## src/rtl/uart_rx_engine_if.sv

```systemverilog
// Receive-side character bus from the UART RX engine to the receive FIFO push port.
// Data_Rdy is a one-cycle valid strobe with no ready: the FIFO must take Data_Out/Rx_Error in that cycle.
interface uart_rx_engine_if #(
    parameter int DATA_BITS = 8
);
    logic [DATA_BITS-1:0] Data_Out;
    logic                 Data_Rdy;
    logic [2:0]           Rx_Error;
    logic                 Rx_Busy;
    logic [2:0]           Rx_State;

    modport master (output Data_Out, Data_Rdy, Rx_Error, Rx_Busy, Rx_State);
    modport slave  (input  Data_Out, Data_Rdy, Rx_Error, Rx_Busy, Rx_State);
endinterface

```

## src/rtl/uart_rx_engine.sv

```systemverilog
// Oversampling UART receiver: start/data(MSB first)/even parity/stop recovery with
// break, parity and frame error flags, one-cycle Data_Rdy per character.
module uart_rx_engine #(
    parameter int SYSCLK_RATE = 100000000,
    parameter int BAUD_RATE   = 9600,
    parameter int OVERSAMPLE  = 16,
    parameter int DATA_BITS   = 8,
    parameter int PARITY_BIT  = 1,
    parameter int STOP_BITS   = 2
) (
    input  logic              Clk,
    input  logic              Rst_n,
    input  logic              Rx,
    uart_rx_engine_if.master  rx_if
);
    localparam int DIV_RAW = SYSCLK_RATE / (BAUD_RATE * OVERSAMPLE);
    localparam int DIV     = (DIV_RAW < 1) ? 1 : DIV_RAW;
    localparam int CW      = (DIV > 1) ? $clog2(DIV) : 1;
    localparam int SW      = $clog2(OVERSAMPLE + 1);

    localparam logic [CW-1:0] DIV_LAST  = CW'(DIV - 1);
    localparam logic [SW-1:0] HALF_LAST = SW'(OVERSAMPLE / 2 - 1);
    localparam logic [SW-1:0] FULL_LAST = SW'(OVERSAMPLE - 1);
    localparam logic [3:0]    DATA_LAST = 4'(DATA_BITS - 1);
    localparam logic [3:0]    STOP_LAST = 4'(STOP_BITS - 1);

    typedef enum logic [2:0] {
        IDLE    = 3'd0,
        START   = 3'd1,
        DATA    = 3'd2,
        PARITY  = 3'd3,
        STOP    = 3'd4,
        DONE    = 3'd5,
        BRKWAIT = 3'd6
    } state_t;

    state_t               state;
    logic                 rx_meta, rx_s;
    logic [CW-1:0]        div_cnt;
    logic                 tick;
    logic [SW-1:0]        sc;
    logic [3:0]           bc;
    logic [DATA_BITS-1:0] shreg;
    logic                 par_acc, par_err, frm_err, all_zero, brk_q;

    assign rx_if.Rx_State = state;

    always_ff @(posedge Clk or negedge Rst_n) begin
        if (!Rst_n) begin
            rx_meta <= 1'b1;
            rx_s    <= 1'b1;
        end else begin
            rx_meta <= Rx;
            rx_s    <= rx_meta;
        end
    end

    // Divider is parked in IDLE so the first tick lands DIV clocks after the start edge.
    assign tick = (state != IDLE) && (div_cnt == DIV_LAST);

    always_ff @(posedge Clk or negedge Rst_n) begin
        if (!Rst_n)                        div_cnt <= '0;
        else if (state == IDLE || tick)    div_cnt <= '0;
        else                               div_cnt <= div_cnt + 1'b1;
    end

    always_ff @(posedge Clk or negedge Rst_n) begin
        if (!Rst_n) begin
            state          <= IDLE;
            sc             <= '0;
            bc             <= '0;
            shreg          <= '0;
            par_acc        <= 1'b0;
            par_err        <= 1'b0;
            frm_err        <= 1'b0;
            all_zero       <= 1'b0;
            brk_q          <= 1'b0;
            rx_if.Data_Out <= '0;
            rx_if.Data_Rdy <= 1'b0;
            rx_if.Rx_Error <= 3'b000;
            rx_if.Rx_Busy  <= 1'b0;
        end else begin
            rx_if.Data_Rdy <= 1'b0;
            case (state)
                IDLE: begin
                    if (!rx_s) begin
                        state <= START;
                        sc    <= '0;
                    end
                end
                START: if (tick) begin
                    if (sc == HALF_LAST) begin
                        sc       <= '0;
                        bc       <= '0;
                        par_acc  <= 1'b0;
                        par_err  <= 1'b0;
                        frm_err  <= 1'b0;
                        all_zero <= 1'b1;
                        if (!rx_s) begin
                            rx_if.Rx_Busy <= 1'b1;
                            state         <= DATA;
                        end else begin
                            state <= IDLE;
                        end
                    end else begin
                        sc <= sc + 1'b1;
                    end
                end
                DATA: if (tick) begin
                    if (sc == FULL_LAST) begin
                        sc      <= '0;
                        shreg   <= DATA_BITS'({shreg, rx_s});
                        par_acc <= par_acc ^ rx_s;
                        if (rx_s) all_zero <= 1'b0;
                        if (bc == DATA_LAST) begin
                            bc    <= '0;
                            state <= (PARITY_BIT != 0) ? PARITY : STOP;
                        end else begin
                            bc <= bc + 1'b1;
                        end
                    end else begin
                        sc <= sc + 1'b1;
                    end
                end
                PARITY: if (tick) begin
                    if (sc == FULL_LAST) begin
                        sc      <= '0;
                        par_err <= (rx_s != par_acc);
                        if (rx_s) all_zero <= 1'b0;
                        state   <= STOP;
                    end else begin
                        sc <= sc + 1'b1;
                    end
                end
                STOP: if (tick) begin
                    if (sc == FULL_LAST) begin
                        sc <= '0;
                        if (bc == STOP_LAST) begin
                            // Results are loaded on the way into DONE so they are valid during DONE.
                            brk_q          <= all_zero && !rx_s;
                            rx_if.Data_Rdy <= 1'b1;
                            rx_if.Rx_Busy  <= 1'b0;
                            if (all_zero && !rx_s) begin
                                rx_if.Data_Out <= '0;
                                rx_if.Rx_Error <= 3'b001;
                            end else begin
                                rx_if.Data_Out <= shreg;
                                rx_if.Rx_Error <= {frm_err | !rx_s, par_err, 1'b0};
                            end
                            state <= DONE;
                        end else begin
                            bc <= bc + 1'b1;
                            if (!rx_s) frm_err  <= 1'b1;
                            else       all_zero <= 1'b0;
                        end
                    end else begin
                        sc <= sc + 1'b1;
                    end
                end
                DONE: begin
                    sc    <= '0;
                    state <= brk_q ? BRKWAIT : IDLE;
                end
                BRKWAIT: if (tick) begin
                    if (!rx_s) begin
                        sc <= '0;
                    end else if (sc == FULL_LAST) begin
                        sc    <= '0;
                        state <= IDLE;
                    end else begin
                        sc <= sc + 1'b1;
                    end
                end
                default: state <= IDLE;
            endcase
        end
    end
endmodule

```

## src/flat_wrapper.sv

```systemverilog
// flat-port wrapper written by rule: the top's interface ports become plain ports
module uart_rx_engine_flat 
#(
    parameter int SYSCLK_RATE = 100000000,
    parameter int BAUD_RATE   = 9600,
    parameter int OVERSAMPLE  = 16,
    parameter int DATA_BITS   = 8,
    parameter int PARITY_BIT  = 1,
    parameter int STOP_BITS   = 2
)
  (Clk, Rst_n, Rx, rx_if_Data_Out, rx_if_Data_Rdy, rx_if_Rx_Error, rx_if_Rx_Busy, rx_if_Rx_State);
  uart_rx_engine_if #(.DATA_BITS(DATA_BITS)) rx_if_i ();
  input  logic Clk;
  input  logic Rst_n;
  input  logic Rx;
  output wire logic [$bits(rx_if_i.Data_Out)-1:0] rx_if_Data_Out;
  output wire logic [$bits(rx_if_i.Data_Rdy)-1:0] rx_if_Data_Rdy;
  output wire logic [$bits(rx_if_i.Rx_Error)-1:0] rx_if_Rx_Error;
  output wire logic [$bits(rx_if_i.Rx_Busy)-1:0] rx_if_Rx_Busy;
  output wire logic [$bits(rx_if_i.Rx_State)-1:0] rx_if_Rx_State;
  assign rx_if_Data_Out = rx_if_i.Data_Out;
  assign rx_if_Data_Rdy = rx_if_i.Data_Rdy;
  assign rx_if_Rx_Error = rx_if_i.Rx_Error;
  assign rx_if_Rx_Busy = rx_if_i.Rx_Busy;
  assign rx_if_Rx_State = rx_if_i.Rx_State;
  uart_rx_engine #(.SYSCLK_RATE(SYSCLK_RATE), .BAUD_RATE(BAUD_RATE), .OVERSAMPLE(OVERSAMPLE), .DATA_BITS(DATA_BITS), .PARITY_BIT(PARITY_BIT), .STOP_BITS(STOP_BITS)) u_core (.Clk(Clk), .Rst_n(Rst_n), .Rx(Rx), .rx_if(rx_if_i));
endmodule
```

## config.mk

```make
export PLATFORM = sky130hd
export DESIGN_NAME = uart_rx_engine_flat
export DESIGN_NICKNAME = d
export VERILOG_FILES = /design/src/rtl/uart_rx_engine_if.sv /design/src/rtl/uart_rx_engine.sv /design/src/flat_wrapper.sv
export SDC_FILE = /design/constraint.sdc
export NUM_CORES = 1
export LEC_CHECK = 0
export ABC_AREA = 1
export BUFFER_PORTS_ARGS = -buffer_cell sky130_fd_sc_hd__buf_2
export CORE_MARGIN = 5
export CORE_UTILIZATION = 49
export CTS_CLUSTER_DIAMETER = 100
export DETAILED_ROUTE_END_ITERATION = 8
export HOLD_SLACK_MARGIN = 0.05
export PLACE_DENSITY = 0.67
export RECOVER_POWER = 25
export SETUP_SLACK_MARGIN = 0.1
export SLEW_MARGIN = 0
export SYNTH_ARGS = -nofsm -noshare
export SYNTH_HDL_FRONTEND = slang
export SYNTH_SLANG_ARGS = --single-unit
```

## constraint.sdc

```tcl
create_clock -name Clk -period 2.66 [get_ports Clk]
set_clock_uncertainty 0.15 [all_clocks]
set_input_delay 0.399 -clock Clk [delete_from_list [all_inputs] [get_ports Clk]]
set_output_delay 0.399 -clock Clk [all_outputs]
set_load 0.1 [all_outputs]
```

**Word-level counts from Yosys, hierarchy flattened**

Index checks and enable logic that the tools add are counted.

- Bitwise logic cells: 2
- Equality and inequality tests: 32
- Reductions and logical operators: 24
- $add $sub $neg: 3
- Mux-type cells: 69

Operator list:

| cell | number |
|---|---|
| 3-bit 2-to-1 mux | 16 |
| 5-bit 2-to-1 mux | 7 |
| 4-bit 2-to-1 mux | 8 |
| 2-bit by 1-bit inequality test with 1-bit output, second input constant | 16 |
| 1-bit 2-to-1 mux | 27 |
| 5-bit one-hot mux with 5 select lines | 1 |
| 3-bit one-hot mux with 7 select lines | 1 |
| 8-bit AND reduction | 2 |
| 5-bit AND reduction | 3 |
| 14-bit AND reduction | 1 |
| 7-bit AND reduction | 2 |
| 4-bit one-hot mux with 3 select lines | 1 |
| 10-bit by 1-bit adder with 10-bit output, second input constant | 1 |
| 10-bit == test, second input constant | 1 |
| 10-bit 2-to-1 mux | 1 |
| 3-bit == test, second input constant | 3 |
| 3-bit nonzero test | 3 |
| 8-bit 2-to-1 mux | 1 |
| 2-bit inequality test, second input constant | 4 |
| 1-bit one-hot mux with 2 select lines | 4 |
| 3-bit by 2-bit == test with 1-bit output, second input constant | 2 |
| 2-bit nonzero test | 3 |
| 5-bit by 1-bit adder with 5-bit output, second input constant | 1 |
| 5-bit by 3-bit == test with 1-bit output, second input constant | 1 |
| 19 further kinds | 20 |

- Output and inout port bits: 16
- Word-level logic and storage cells: 146
- Flip-flop bits (word level): 50

**Longest topological paths before layout**

- Depth in word-level cells: 5
- Mapped depth: 13
- Depth with buffers taken out: 13

**Worst setup path before layout**

OpenSTA, ideal clock, no wires.

- Kind: register to register
- Start: register u_core.state[1] (netlist: u_core.rx_if.Rx_State[1])
- End: register u_core.state[2] (netlist: u_core.rx_if.Rx_State[2])
- Arrival time: 1.939 ns
- Data required time: 2.387 ns
- Buffers on the path: 1
- Stages on the path, launching flop included: 11
- Path slack: 0.447 ns
- Cells stage by stage: dfrtp_1 buf_6 nor2_4 nand2_4 clkinv_4 nand2_1 inv_1 nor2_4 nand2_2 nand2_1 nand2_1

- Word-level cells in the longest chain between the ends: 4
- Elaborated cells between the ends (all ways): 25

Ends and longest elaborated chain:

| what | line | text |
|---|---|---|
| from (decl) | uart_rx_engine.sv:37 | `state_t state;` |
| from (signal assigned) | uart_rx_engine.sv:117 | `state <= (PARITY_BIT != 0) ? PARITY : STOP;` |
| from (signal assigned) | uart_rx_engine.sv:162 | `state <= brk_q ? BRKWAIT : IDLE;` |
| 3-bit nonzero test | uart_rx_engine.sv:59 | `assign tick = (state != IDLE) && (div_cnt == DIV_LAST);` |
| 1-bit logical AND | uart_rx_engine.sv:59 |  |
| 2-bit by 1-bit inequality test with 1-bit output (no source line) | -- |  |
| 14-bit AND reduction (no source line) | -- |  |

Parallel ways exist; a longest one is shown, timed or not.
A chain may end at the register's enable or synchronous reset.

**Worst setup path after layout**

- Start: register u_core.sc[0]
- End: register u_core.rx_if.Rx_Error[1]

- Word-level cells in the longest chain between the ends: 2

Ends and longest elaborated chain:

| what | line | text |
|---|---|---|
| from (decl) | uart_rx_engine.sv:41 | `logic [SW-1:0] sc;` |
| from (signal assigned) | uart_rx_engine.sv:106 | `sc <= sc + 1'b1;` |
| from (signal assigned) | uart_rx_engine.sv:122 | `sc <= sc + 1'b1;` |
| from (signal assigned) | uart_rx_engine.sv:132 | `sc <= sc + 1'b1;` |
| 5-bit by 4-bit == test with 1-bit output | uart_rx_engine.sv:136 | `if (sc == FULL_LAST) begin` |
| 4-bit AND reduction (no source line) | -- |  |
| to (signal assigned) | uart_rx_engine.sv:148 | `rx_if.Rx_Error <= {frm_err \| !rx_s, par_err, 1'b0};` |
| to (decl) | uart_rx_engine_if.sv:12 | `modport master (output Data_Out, Data_Rdy, Rx_Error, Rx_Busy, Rx_State);` |

No other way between the ends.

==> impl_metrics.env <==
export IMPL_cp_top_family="simple AND/OR/NAND/NOR gates"
export IMPL_hold_path_end="u_core.rx_s"
export IMPL_io_buffers=18
export IMPL_finalNetCount=368
export IMPL_rows=27
export IMPL_synth_compound_area_share_pct=7.93
export IMPL_die_w_um=85.1
export IMPL_end_kind="flop"
export IMPL_place_gp_congestion=0.893
export IMPL_timing_fmax_mhz=445
export IMPL_via_per_inst=4.95
export IMPL_final_max_slew_viol_count=0
export IMPL_top_level_ports=19
export IMPL_syn_area_um2=2760
export IMPL_cts_sinks=49
export IMPL_leakagePower_nw=1.51
export IMPL_synth_cell_types=35
export IMPL_antenna_found_initial=0
export IMPL_clock_latency_ps=310
export IMPL_startpoint_type="flop"
export IMPL_hold_path_class="flop to flop"
export IMPL_avgRoutedWirePerCell_um=12.1
export IMPL_dpl_cell_area_um2=2920
export IMPL_root_buffer="clkbuf_8"
export IMPL_ff_latch_area_um2=1230
export IMPL_ys_ff_latch=49
export IMPL_drc=0
export IMPL_synth_top_cell_area_share_pct=42.6
export IMPL_cp_depth=9
export IMPL_whs_path_depth=0
export IMPL_pre_cts_slack_ps=401
export IMPL_die_area_um2=7230
export IMPL_worst_path_buf_inv=1
export IMPL_grt_pass1_wl_um=9310
export IMPL_wl_um=5220
export IMPL_coreArea_um2=5510
export IMPL_firstDrtPassIters=4
export IMPL_peakVddDrop_mv=0.309
export IMPL_diodes=0
export IMPL_tns_ps=0
export IMPL_crit_type="flop to flop"
export IMPL_fin_crit_sh_pct=84.5
export IMPL_worst_r2r_path_depth=9
export IMPL_synthArstFlopShare_pct=100
export IMPL_synth_fa_ha_area_share_pct=3.17
export IMPL_critPathMaxFanout=12
export IMPL_finalSetupViolCount=0
export IMPL_worst_ep_required_time_ps=2700
export IMPL_r2r_end="u_core.rx_if.Rx_Error[1]"
export IMPL_dp_hpwl_um=3800
export IMPL_rsz0062_at_grt="false"
export IMPL_yosysWarnings=0
export IMPL_power_density_nw_per_um2=413
export IMPL_cts_buffer_depth=2
export IMPL_grt_max_degree=50
export IMPL_dr_total_vias=2135
export IMPL_ys_flop_type="dfrtp_1"
export IMPL_yosys_area_share_simple_pct=36.6
export IMPL_fin_util_pct=55.1
export IMPL_area_growth_pct=9.84
export IMPL_arrival_ps=2290
export IMPL_hold_viol_final=0
export IMPL_slew_headroom_pct=19.5
export IMPL_ant_nets=0
export IMPL_grt_pass1_vias=2040
export IMPL_synth_top_area_cell="dfrtp_1"
export IMPL_yosysSeqAreaShare_pct=44.5
export IMPL_drt_iter0_drc=187
export IMPL_cts_tree="built"
export IMPL_grt_usage_pct=15.4
export IMPL_crit_slowest_cell="dfrtp_1"
export IMPL_synth_commonest_cells="nand2_1 (88), dfrtp_1 (47), nor2_1 (36)"
export IMPL_start_util_pct=50.1
export IMPL_multi_input_area_um2=1350
export IMPL_setup_ws_ps=411
export IMPL_drv_cap=0
export IMPL_drive_gt1_share_pct=20.6
export IMPL_min_from="u_core.rx_meta"
export IMPL_syn_inst=334
export IMPL_synth_area_leaders="dfrtp_1 (43%), nand2_1 (12%), nor2_1 (4.9%), o21ai_1 (4.5%), inv_1 (3.8%)"
export IMPL_synth_mux_area_share_pct=0
export IMPL_tightest_slew_ps=1210
export IMPL_cp_cell_sequence="ha_1 > nand2_1 > nor2_1 > ha_1 > inv_1 > nor2_1 > nand3_1 > nand2_1 > o21ai_2"
export IMPL_min_period_ps=2250
export IMPL_cts_resized=0
export IMPL_synthXorXnorAreaFrac_pct=1.27
export IMPL_postSynthAreaPerCell_um2=8.26
export IMPL_r2r_start="u_core.sc[0]"
export IMPL_numCtsBuffers=5
export IMPL_clk_pin_slew_ps=100
export IMPL_htree_levels=2
export IMPL_gr_total_overflow=0
export IMPL_max_stage_delay_ps=400
export IMPL_final_fill_count=515
export IMPL_die_h_um=85.1
export IMPL_rrSetupSlack_ps=410
export IMPL_stdcell_area_um2=3030
export IMPL_synth_top_family_by_area="simple AND/OR/NAND/NOR gates"
export IMPL_outcome="finished clean"
export IMPL_syn_nets=344
export IMPL_synth_edff_count=0
export IMPL_synth_most_common_cell="nand2_1"
-- per-layer routing --
layer / up-vias / GRT usage, % / part of all wire, %
met1: 979 / 21.8 / 52
met3: 5 / 2.72 / 2.4
met5: - / 0 / 0
met4: 0 / 3.74 / 0.78
li1: 1131 / - / -
met2: 20 / 24.6 / 45
-- flip-flops by register name, summed over array words and instances, names as in the netlist --
register               flops
u_core.rx_if.Rx_State      3
u_core.rx_if.Data_Out      8
u_core.div_cnt            10
u_core.par_err             1
u_core.all_zero            1
u_core.rx_if.Data_Rdy      1
u_core.par_acc             1
u_core.frm_err             1
u_core.rx_s                1
u_core.rx_meta             1
u_core.sc                  5
u_core.rx_if.Rx_Busy       1
u_core.shreg               8
u_core.bc                  4
u_core.rx_if.Rx_Error      3
-- stage by stage --
| stage | hold WS [ps] | power (mW) | cells |
|---|---|---|---|
| 3_3_place_gp | 196 | 0.786 | 421 |
| 6_report | 218 | 1.25 | 431 |
| 2_1_floorplan | -46.6 | 0.767 | 334 |
| 3_5_place_dp | 202 | 0.786 | 421 |
| 5_1_grt | 231 | 1.31 | 431 |
| 4_1_cts | 222 | 1.28 | 431 |
-- cells in the final DEF (no fill, tap or decap), types with 2 or more instances in the layout --
master         instances
nor2_2                 4
clkinv_4               2
clkbuf_8               5
ha_1                   7
nand3_4                2
nor2_1                36
nand2_2                8
nand3_2                6
nand3_1               20
nand2_1               88
nand3b_1               2
inv_6                  2
inv_2                  5
xor2_1                 3
nor3b_1                5
dfstp_2                2
o211ai_1               2
a21oi_1                7
o21ai_0                4
nor2_4                 8
dlygate4sd3_1          2
nand2_4                4
o21ai_1               25
nand4_1                3
inv_1                 28
o21ai_2                2
dfrtp_1               47
buf_2                 18
nor3_1                 4
-- layout make-up --
class | instances | share of cell area, %
Sequential cell | 49 | 40.5
Clock buffer | 5 | 2.27
Tap cell | 72 | 2.97
Timing Repair Buffer | 21 | 3.80
Clock inverter | 3 | 0.949
Inverter | 36 | 4.87
Multi-Input combinational cell | 245 | 44.6
-- kinds of logic after synthesis --
group           count (synthesis)
fa+ha+maj                       7
flops                          49
simple gates                  193
xor+xnor                        4
buf+inv                        40
compound gates                 41
-- timing repair --
| item | CTS | global route |
|---|---|---|
| setup endpoints to repair | 0 | 0 |
| hold buffers | 2 | 0 |
| buffers inserted | 0 | 0 |
| endpoints found under the hold margin | 4 | 0 |
-- worst max path at each step --
stage / startpoint / endpoint / slack [ps]
5_1_grt: u_core.sc[0] / u_core.rx_if.Data_Out[5] / 240
3_3_place_gp: u_core.sc[0] / u_core.rx_if.Data_Out[7] / 490
4_1_cts: u_core.sc[0] / u_core.rx_if.Rx_Error[1] / 390
2_1_floorplan: u_core.rx_if.Rx_State[1] / u_core.rx_if.Rx_State[2] / 450
6_report: u_core.sc[0] / u_core.rx_if.Rx_Error[1] / 410
3_5_place_dp: u_core.sc[0] / u_core.rx_if.Rx_Error[1] / 400
-- report_power, final --
part           internal [mW]  switching, mW  leakage (nW)
Sequential             0.747        0.00198         0.663
Combinational        0.00474         0.0174         0.796
Clock                  0.197          0.284        0.0506
-- worst reg2reg max path, stage by stage, from the launching register on --
cell     delay [ps]
dfrtp_1         400
ha_1            220
nand2_1          80
nor2_1          130
ha_1            280
inv_1           130
nor2_1          110
nand3_1         360
nand2_1         200
o21ai_2          60
Note: power is estimated with default switching activity, not from simulation.
